**src/rtl/down_timer.sv**
```systemverilog
// down_timer: loadable down-counting timer with pause, abort and optional
// auto-reload. Emits a registered one-cycle done pulse at terminal count.
module down_timer #(
  parameter int WIDTH       = 8,
  parameter bit AUTO_RELOAD = 1'b0
) (
  input  logic             clk,
  input  logic             rst,
  input  logic [WIDTH-1:0] load_val,
  input  logic             start,
  input  logic             stop,
  input  logic             pause,
  output logic [WIDTH-1:0] cnt,
  output logic             busy,
  output logic             done
);

  typedef enum logic [1:0] {
    ST_IDLE   = 2'd0,
    ST_RUN    = 2'd1,
    ST_PAUSED = 2'd2
  } state_t;

  localparam logic [WIDTH-1:0] CNT_ZERO = '0;
  localparam logic [WIDTH-1:0] CNT_ONE  = WIDTH'(1);

  state_t           state_r;
  state_t           state_s;
  logic [WIDTH-1:0] cnt_r;
  logic [WIDTH-1:0] cnt_s;
  logic [WIDTH-1:0] reload_r;
  logic [WIDTH-1:0] reload_s;
  logic             done_r;
  logic             done_s;
  logic             busy_r;
  logic             busy_s;

  // Next-state logic: stop > start > pause > decrement; done defaults low.
  always_comb begin
    state_s  = state_r;
    cnt_s    = cnt_r;
    reload_s = reload_r;
    done_s   = 1'b0;
    if (stop) begin
      state_s = ST_IDLE;
      cnt_s   = CNT_ZERO;
    end else if (start) begin
      reload_s = load_val;
      cnt_s    = load_val;
      if (load_val == CNT_ZERO) begin
        // Zero-length timer: finish immediately without ever going busy.
        state_s = ST_IDLE;
        done_s  = 1'b1;
      end else begin
        state_s = ST_RUN;
      end
    end else begin
      case (state_r)
        ST_IDLE: begin
          state_s = ST_IDLE;
        end
        ST_RUN: begin
          if (pause) begin
            state_s = ST_PAUSED;
          end else if (cnt_r > CNT_ONE) begin
            cnt_s = cnt_r - CNT_ONE;
          end else begin
            // Terminal count: cnt_r is 1 here, so zero is never decremented.
            done_s = 1'b1;
            if (AUTO_RELOAD) begin
              cnt_s   = reload_r;
              state_s = ST_RUN;
            end else begin
              cnt_s   = CNT_ZERO;
              state_s = ST_IDLE;
            end
          end
        end
        ST_PAUSED: begin
          // Leaving pause costs one cycle with the count held.
          if (pause) begin
            state_s = ST_PAUSED;
          end else begin
            state_s = ST_RUN;
          end
        end
        default: begin
          state_s = ST_IDLE;
          cnt_s   = CNT_ZERO;
        end
      endcase
    end
    busy_s = (state_s != ST_IDLE);
  end

  // State and output registers with asynchronous active-low reset.
  always_ff @(posedge clk or negedge rst) begin
    if (!rst) begin
      state_r  <= ST_IDLE;
      cnt_r    <= CNT_ZERO;
      reload_r <= CNT_ZERO;
      done_r   <= 1'b0;
      busy_r   <= 1'b0;
    end else begin
      state_r  <= state_s;
      cnt_r    <= cnt_s;
      reload_r <= reload_s;
      done_r   <= done_s;
      busy_r   <= busy_s;
    end
  end

  assign cnt  = cnt_r;
  assign busy = busy_r;
  assign done = done_r;

endmodule

```
**config.mk**
```make
export PLATFORM = sky130hd
export DESIGN_NAME = down_timer
export DESIGN_NICKNAME = d
export VERILOG_FILES = /design/src/rtl/down_timer.sv
export SDC_FILE = /design/constraint.sdc
export NUM_CORES = 1
export LEC_CHECK = 0
export CAP_MARGIN = 20
export CORE_MARGIN = 1.5
export CORE_UTILIZATION = 48
export CTS_BUF_LIST = sky130_fd_sc_hd__clkbuf_4 sky130_fd_sc_hd__clkbuf_8
export CTS_CLUSTER_DIAMETER = 120
export DETAILED_ROUTE_END_ITERATION = 6
export PLACE_DENSITY = 0.8
export SYNTH_ARGS = -nofsm -noshare
export SYNTH_HDL_FRONTEND = slang
export SYNTH_SLANG_ARGS = --single-unit
```
**constraint.sdc**
```tcl
create_clock -name clk -period 2.8 [get_ports clk]
set_input_delay 0.28 -clock clk [delete_from_list [all_inputs] [get_ports clk]]
set_output_delay 0.28 -clock clk [all_outputs]
set_load 0.01 [all_outputs]
```
== Yosys cells after proc, flatten, opt, wreduce, memory -nomap -nowiden ==
Cells that the tools add are included.

* Register bits after elaboration: 12
* Input port bits: 13
* Output and inout port bits: 10
* Word-level logic and storage cells: 33

* $add $sub $neg: 1
* $lt $le $gt $ge: 1
* Equality and inequality tests: 4
* Muxes and demuxes: 18
* Reduce and logical (&&, ||, !) cells: 5

{| class="wikitable"
|+ Operators by type and width
! operator !! number
|-
| 2-to-1 mux 8 bit || 4
|-
| case mux 8 bit (2 select lines) || 1
|-
| 2-to-1 mux 2 bit || 5
|-
| > comparator 8 x 1 -> 1 bit (second input constant) || 1
|-
| zero test 8 bit || 1
|-
| subtractor 8 x 1 -> 8 bit (second input constant) || 1
|-
| 2-to-1 mux 1 bit || 7
|-
| inequality test 4 bit (second input constant) || 1
|-
| case mux 2 bit (2 select lines) || 1
|-
| inequality test 3 x 1 -> 1 bit (second input constant) || 1
|-
| == test 2 x 1 -> 1 bit (second input constant) || 1
|-
| == test 2 bit (second input constant) || 1
|-
| zero test 2 bit || 1
|-
| AND reduction 2 bit || 1
|-
| nonzero test 2 bit || 1
|-
| OR reduction 2 bit || 1
|}

== Logic depth before layout (Yosys ltp) ==
Gate-level depths: netlist of run 1.

* Depth in word-level cells: 7
* Mapped depth: 6
* Mapped depth without buffers: 6

== Least setup slack after synthesis of run 1 ==
OpenSTA, ideal clock, no wires.

* Path type: register to register
* From: register cnt_r[6] (netlist: cnt[6])
* To: register done_r (netlist: done)
* Library setup time: 0.078 ns
* Arrival: 1.934 ns
* Required time: 2.722 ns
* Path slack: 0.788 ns
* Cell stages (with the launch flop): 6
* Buffers on the path: 1
* Period minus slack after synthesis: 2.012 ns
* Path through: dfrtp_1 -> or4_1 -> buf_2 -> or3_4 -> or3_1 -> a21oi_1

* Cells in the longest elaborated chain, start to end: 6

{| class="wikitable"
|+ Ends and longest elaborated chain
! item !! RTL line !! text
|-
| from (decl) || 29 || <nowiki>logic [WIDTH-1:0] cnt_r;</nowiki>
|-
| from (signal assigned) || 106 || <nowiki>cnt_r <= cnt_s;</nowiki>
|-
| > comparator 8 x 1 -> 1 bit || 65 || <nowiki>end else if (cnt_r > CNT_ONE) begin</nowiki>
|-
| 2-to-1 mux 1 bit || 65 ||
|-
| 2-to-1 mux 1 bit || 63 || <nowiki>if (pause) begin</nowiki>
|-
| 2-to-1 mux 1 bit || 58 || <nowiki>case (state_r)</nowiki>
|-
| 2-to-1 mux 1 bit || 47 || <nowiki>end else if (start) begin</nowiki>
|-
| 2-to-1 mux 1 bit || 44 || <nowiki>if (stop) begin</nowiki>
|-
| named net done_s || 34 || <nowiki>logic done_s;</nowiki>
|-
| to (signal assigned) || 108 || <nowiki>done_r <= done_s;</nowiki>
|-
| to (decl) || 33 || <nowiki>logic done_r;</nowiki>
|}

The timed path passes the listed nets, and every way through them passes these cells.
A chain may end at the register's enable or synchronous reset.

== Worst setup path after layout of run 1 ==
* From: register state_r[1]
* To: register cnt_r[6] (netlist: cnt[6])

* Cells in the longest elaborated chain, start to end: 5
* Elaborated cells on any way between the ends: 10
* Those cells by class: 4 x eq/ne; 3 x mux; 3 x reduce/logical

{| class="wikitable"
|+ Ends and longest elaborated chain
! item !! RTL line !! text
|-
| from (decl) || 27 || <nowiki>state_t state_r;</nowiki>
|-
| from (signal assigned) || 105 || <nowiki>state_r <= state_s;</nowiki>
|-
| == test 2 bit or zero test 2 bit (tied branches) || 58 ||
|-
| OR reduction 2 bit (no line) || - ||
|-
| case mux 8 bit (2 select lines) || 58 ||
|-
| 2-to-1 mux 8 bit || 47 ||
|-
| 2-to-1 mux 8 bit || 44 ||
|}

Parallel ways exist; a longest one is shown, timed or not.

==> flow_summary_export.csv, run 1 <==
group,metric,value,unit
synthesis,avgSynthCellArea,9.02,um^2
synthesis,number_of_different_library_cells_in_the_post_synthesis_netlist,34,
synthesis,syn_inst,90,
clocking,cts.hold.buffers_added,0,
global_route,global_route.peak_usage_layer,"met2",
final_layout,finish.utilization,70.3,%
sta,clock.fmax,470,MHz
final_layout,fillCellCount,125,
synthesis,synth.yosys.seq_area_share,37.0,%
final_layout,nNetsFinal,132,
routing,drcViolationCount,0,
sta,postLayoutSetupSlackWorst,0.674,ns
global_route,grt_max_degree,15,
synthesis,postSynth.asyncResetShare,100,%
synthesis,number_of_enable_type_register_cells_in_the_synthesized_netlist,0,
final_layout,final_cell_area,1080,um^2
placement,post-dp-hpwl,1520,um
routing,drt_wl_total,2070,um
power_and_ir_drop,max-vdd-ir-drop,292,uV
sta,final_hold_viol_count,0,
global_route,number_of_global_route_vias_before_repair,749,
sta,max_slew.worst_pin.slew,0.558,ns
clocking,cts_tree,"done",
sta,clock-skew-final,0.00758,ns
synthesis,netlist_area,812,um^2
clocking,numClockSinks,12,
floorplanning,rows,14,
placement,dp_slack,0.554,ns
synthesis,ys_dominant_reg_cell,"dfrtp_1",
run_status,run_status,"complete, no violations",
sta,maxSlewViolCount,0,
clocking,worst_setup_hold_path_clk_slew,0.08,ns
global_route,antenna_found_initial,0,
global_route,globalRouteTotalUtil,22.9,%
placement,placed_area,1050,um^2
routing,first_pass_iteration_count_of_the_detailed_router,4,
final_layout,mostFrequentLayoutCells,"22 x clkdlybuf4s50_1, 12 x dfrtp_1, 8 x nor2_1",
placement,place_congestion,0.890,
floorplanning,die_area,1950,um^2
global_route,groute.layer.met3.usage,4.49,%
global_route,globalRouteOverflowTotal,0,
placement,place.detailed.instances,126,
critical_path,timing.critical_path.to_type,"flop",
routing,via_count,822,
final_layout,layout.cells.most_common,"clkdlybuf4s50_1",
sta,final_period_minus_worst_setup_slack,2.13,ns
routing,vias_per_cell,6.32,
floorplanning,placeableCoreArea,1540,um^2
routing,route.detailed.wl_per_inst,15.9,um
power_and_ir_drop,power_per_cell_area,429,nW/um^2
final_layout,ff_latch_area,300,um^2
critical_path,crit_type,"reg2reg",
routing,antenna_left,0,
synthesis,post-synth-top-area-cell,"dfrtp_1",
floorplanning,floorplan.io_pins,23,
global_route,groute.layer.met1.usage,31.9,%
floorplanning,die_height,44.1,um
global_route,global_route.usage.met2,33.8,%
synthesis,synthesis.nets,107,
clocking,cts-root-to-sink-buffers,2,
floorplanning,die_x,44.1,um
sta,setup-violations-final,0,
hold_path,min_path_type,"in2async",
clocking,post_cts.repair.setup_buffers,0,
routing,drt_first_iter_violations,23,
critical_path,start_kind,"flop",
power_and_ir_drop,cellLeakagePower,0.450,nW
critical_path,worst_ep_required_time,3.02,ns
final_layout,antenna-diode-count,0,
flow_run,count_of_max_cap_constraint_violations,0,
clocking,cts_htree_levels,1,
clocking,clkLatencyLatePin,0.27,ns
synthesis,yosysTopAreaCellShare,37.0,%
sta,max_slew_margin,62.5,%
synthesis,netlist_top_cells_area,"dfrtp_1 37%, ha_1 6.2%, a22oi_1 4.6%",
critical_path,timing.critical_path.fanout_max,7,
synthesis,synth_seq_cells,12,
synthesis,ys_warn_count,0,
final_layout,drive_gt1_share,7.89,%
placement,port_buffers,22,
clocking,post_cts_resized,0,
clocking,cts_made_buffers,3,
final_layout,flow.area_growth_from_synthesis,33.4,%
sta,fin_setup_tns,0,ns
floorplanning,start_util,52.7,%
critical_path,critPathArrivalTime,2.34,ns
sta,grt_setup_unrepaired,"false",
final_layout,post_layout_nonfiller_instances,130,
clocking,cts-root-buf,"clkbuf_4",
final_layout,multi_input_area,480,um^2
sta,layout_worst_path_cycle_share,75.9,%
global_route,grt_first_pass_wirelength,3290,um
[critical path, stage by stage (launching register included)]
cell and delay, ns:
dfrtp_1 0.40, inv_1 0.06, ha_1 0.26, nor3b_1 0.45, o31ai_1 0.19, or4_2 0.63
nand3_1 0.08
[cell families after synthesis]
group / count (synthesis) / share of synthesized area [%]
DFF: 12 / 37.0
and+or+nand+nor: 34 / 24.5
buffers and inverters: 8 / 3.85
AOI/OAI and AO/OA: 32 / 28.5
adders and majority gates: 4 / 6.16
[power by group]
group | switching [W] | leakage [nW] | internal [W] | total [W]
sequential | 0.0000109 | 0.161 | 0.000183 | 0.000193
combinational | 0.0000656 | 0.268 | 0.0000656 | 0.000131
clock | 0.0000616 | 0.0210 | 0.0000790 | 0.000141
total | 0.000138 | 0.450 | 0.000327 | 0.000465
[synth_stat cells (2+ instances only)]
cell,count
a21oi_1,2
inv_1,5
o31ai_1,4
or3_1,4
or4_1,3
a22oi_1,5
o21bai_1,2
a21o_1,2
o21ai_0,3
nand3_1,4
ha_1,4
o22ai_1,4
nand2b_1,3
nor3_1,3
nor2_1,8
nor2b_1,3
dfrtp_1,12
o2bb2ai_1,2
clkbuf_1,2
[per-stage QoR]
| stage | hold slack [ns] | total power [W] |
|---|---|---|
| final | 0.356 | 0.000465 |
| after global routing | 0.399 | 0.000488 |
| after CTS | 0.372 | 0.000468 |
| after detailed placement | 0.579 | 0.000326 |
| after global placement | 0.565 | 0.000324 |
| after floorplan | -0.0156 | 0.000270 |
[routing by layer]
layer / part of all wire [%] / vias to the layer above
li1: - / 400
met1: 46 / 377
met2: 45 / 41
met3: 7.1 / 4
met4: 1.4 / 0
met5: 0 / -
[registers in the layout, indices dropped and copies added (netlist names)]
register	flops
busy	1
cnt	8
done	1
state_r	2
[final cells by class]
| cell class | instances | area share, % |
|---|---|---|
| multi-input cells | 70 | 44.3 |
| flip-flops and latches | 12 | 27.7 |
| repair buffers | 23 | 21.0 |
| clock buffers | 4 | 3.35 |
| well taps | 16 | 1.85 |
| inverters | 5 | 1.73 |
[final timing paths]
| path | start | endpoint | slack [ns] | depth (start not counted) |
|---|---|---|---|---|
| max | state_r[1] | cnt[6] | 0.67 | 6 |
| min | rst | cnt[4] | 0.36 | 1 |
| max reg2reg | state_r[1] | cnt[6] | 0.67 | 6 |
| min reg2reg | cnt[4] | cnt[4] | 0.59 | 1 |
| max in group asynchronous | rst | cnt[7] | 2.07 | 1 |
| min in group clk | cnt[4] | cnt[4] | 0.59 | 1 |
(Power assumes the default switching activity.)
==> inputs of run 2 (changes only) <==
CORE_UTILIZATION = 44   (was 48)
PLACE_DENSITY = 0.78   (was 0.8)
clock period = 1.8 ns   (was 2.8 ns; I/O delays follow)
==> run 2 against run 1 <==
  * The run now ends with setup timing left
  * Sequential cell count did not move
  * Cell count rose by 26%
  * Utilization rose by 10 points
  * Clock skew fell by 0.0032 ns
  * Non-clock buffer count rose by 26
  * Sequential power rose by 53%
  * Setup slack got worse by 0.82 ns
  * Routed wire length rose by 38%
  * Critical path type unchanged
  * Highest routed layer unchanged
==> flow_summary_export.csv, run 2 (synthesis results as in run 1) <==
group,metric,value,unit
final_layout,flow.area_growth_from_synthesis,71.5,%
clocking,cts_htree_levels,1,
sta,clock-skew-final,0.00438,ns
final_layout,antenna-diode-count,0,
power_and_ir_drop,cellLeakagePower,0.592,nW
final_layout,final_cell_area,1390,um^2
critical_path,cpPeakStageDelay,0.54,ns
clocking,cts-root-buf,"clkbuf_4",
floorplanning,rows,15,
final_layout,post_layout_nonfiller_instances,164,
final_layout,fillCellCount,107,
routing,drt_first_iter_violations,38,
sta,final_period_minus_worst_setup_slack,1.95,ns
critical_path,start_kind,"flop",
power_and_ir_drop,design_power_total,0.000794,W
critical_path,worstPathBufferInverterCount,0,
power_and_ir_drop,net-switching-power,0.000257,W
floorplanning,floorplan.io_pins,23,
clocking,worst_setup_hold_path_clk_slew,0.08,ns
run_status,run_status,"finished, violations left",
clocking,cts_made_buffers,3,
routing,antenna_left,0,
global_route,global_route.peak_usage_layer,"met2",
final_layout,drive_gt1_share,36.7,%
critical_path,critical_path.startpoint,"cnt[6]",
power_and_ir_drop,power_per_cell_area,570,nW/um^2
critical_path,timing.critical_path.cells,"or4_4 -> or3_4 -> a41oi_1 -> o22ai_1",
sta,setup-violations-final,8,
run_status,violations,"setup timing",
sta,grt_setup_unrepaired,"true",
critical_path,critPathArrivalTime,2.08,ns
global_route,globalRouteOverflowTotal,0,
critical_path,timing.critical_path.fanout_max,4,
critical_path,timing.reg2reg.worst_path_depth,4,
critical_path,crit_type,"reg2reg",
placement,placed_area,1220,um^2
clocking,cts.hold.buffers_added,0,
routing,drt_wl_total,2860,um
power_and_ir_drop,clkPwrFrac,21.1,%
critical_path,worst_setup_path_endpoint,"busy",
sta,maxSlewViolCount,0,
sta,final_hold_viol_count,0,
flow_run,count_of_max_cap_constraint_violations,0,
clocking,cts-root-to-sink-buffers,2,
final_layout,nNetsFinal,158,
power_and_ir_drop,fraction_of_power_consumed_by_sequential_logic,37.1,%
placement,port_buffers,22,
placement,place.detailed.instances,157,
placement,post-dp-hpwl,1920,um
final_layout,layout.cells.most_common,"buf_4",
routing,drcViolationCount,0,
placement,dp_slack,-0.0823,ns
clocking,numClockSinks,12,
power_and_ir_drop,switching_share,32.4,%
power_and_ir_drop,max-vdd-ir-drop,600,uV
critical_path,timing.critical_path.slowest_stage_cell,"or4_4",
global_route,groute.layer.met1.usage,32.8,%
global_route,grt_max_degree,15,
clocking,cts_tree,"done",
critical_path,timing.critical_path.max_delay_family,"simple AND/OR/NAND/NOR gates",
floorplanning,die_height,46.0,um
sta,postLayoutSetupSlackWorst,-0.146,ns
critical_path,timing.critical_path.to_type,"flop",
floorplanning,start_util,47.0,%
routing,via_count,968,
clocking,clkLatencyLatePin,0.27,ns
floorplanning,die_area,2110,um^2
final_layout,largest_register_ff_count,8,
critical_path,r2r-end,"busy",
hold_path,min_path_type,"in2async",
sta,fin_setup_tns,-0.556,ns
placement,place_congestion,0.892,
global_route,number_of_global_route_vias_before_repair,935,
routing,vias_per_cell,5.90,
sta,max_slew.worst_pin.slew,0.572,ns
sta,max_slew_margin,61.8,%
power_and_ir_drop,internal-power,0.000537,W
critical_path,cp_num_cells,4,
global_route,grt_first_pass_wirelength,3890,um
routing,first_pass_iteration_count_of_the_detailed_router,4,
critical_path,reg2reg_setup_slack,-0.15,ns
sta,clock.fmax,514,MHz
global_route,groute.layer.met3.usage,5.95,%
final_layout,mostFrequentLayoutCells,"26 x buf_4, 22 x clkdlybuf4s50_1, 12 x dfrtp_1",
global_route,global_route.usage.met2,41.4,%
critical_path,worst_ep_required_time,1.93,ns
power_and_ir_drop,power.combinational.fraction,41.8,%
critical_path,worst_r2r_startpoint,"cnt[6]",
floorplanning,die_x,46.0,um
sta,layout_worst_path_cycle_share,108,%
global_route,globalRouteTotalUtil,26.1,%
floorplanning,placeableCoreArea,1730,um^2
global_route,antenna_found_initial,0,
routing,route.detailed.wl_per_inst,17.4,um
run 2: worst min path at each step:
| stage | endpoint | slack [ns] | depth (start not counted) |
|---|---|---|---|
| floorplan | busy | -0.12 | 0 |
| global placement | cnt[3] | 0.58 | 1 |
| detailed placement | cnt[4] | 0.57 | 1 |
| CTS | cnt[6] | 0.28 | 1 |
| global route | cnt[6] | 0.33 | 1 |
| finish | cnt[6] | 0.27 | 1 |
run 2: cell type report:
cell class / instances / area (um^2) / area share (%)
clock buffer: 3 / 22.5 / 1.62
sequential: 12 / 300 / 21.6
timing repair buffer: 49 / 427 / 30.6
inverter: 5 / 18.8 / 1.35
multi-input combinational: 70 / 593 / 42.6
tap: 25 / 31.3 / 2.25
run 2: power groups by stage:
| stage | clock network (W) | logic (W) | registers, W |
|---|---|---|---|
| after global placement | 0 | 0.000257 | 0.000297 |
| after floorplan | 0 | 0.000110 | 0.000309 |
| after global routing | 0.000180 | 0.000355 | 0.000296 |
| final | 0.000168 | 0.000332 | 0.000295 |
| after CTS | 0.000169 | 0.000280 | 0.000294 |
| after detailed placement | 0 | 0.000263 | 0.000298 |
run 2: metrics by stage:
stage          utilization (%)  hold slack, ns
2_1_floorplan                -          -0.116
3_3_place_gp              70.9           0.577
3_5_place_dp              70.9           0.573
4_1_cts                   74.4           0.281
5_1_grt                   80.7           0.329
6_report                  80.7           0.267
run 2: what timing repair did:
action | 4_1_cts | 5_1_grt
hold endpoints to repair | 0 | 0
endpoints found under the setup margin | 9 | 10
setup buffers | 0 | 4
gates resized for setup | 10 | 16
pin swaps | 1 | 3
run 2: metal layers:
layer | wire [um] | share of wire [%]
met5 | 0 | 0
met4 | 73 | 2.6
met3 | 146 | 5.1
met2 | 1400 | 49
met1 | 1240 | 43
==> inputs of run 3 (changes only) <==
TNS_END_PERCENT = 100   (was unset)
==> results of run 3 <==
The final DEF is identical to that of run 2; final timing and power are the same.
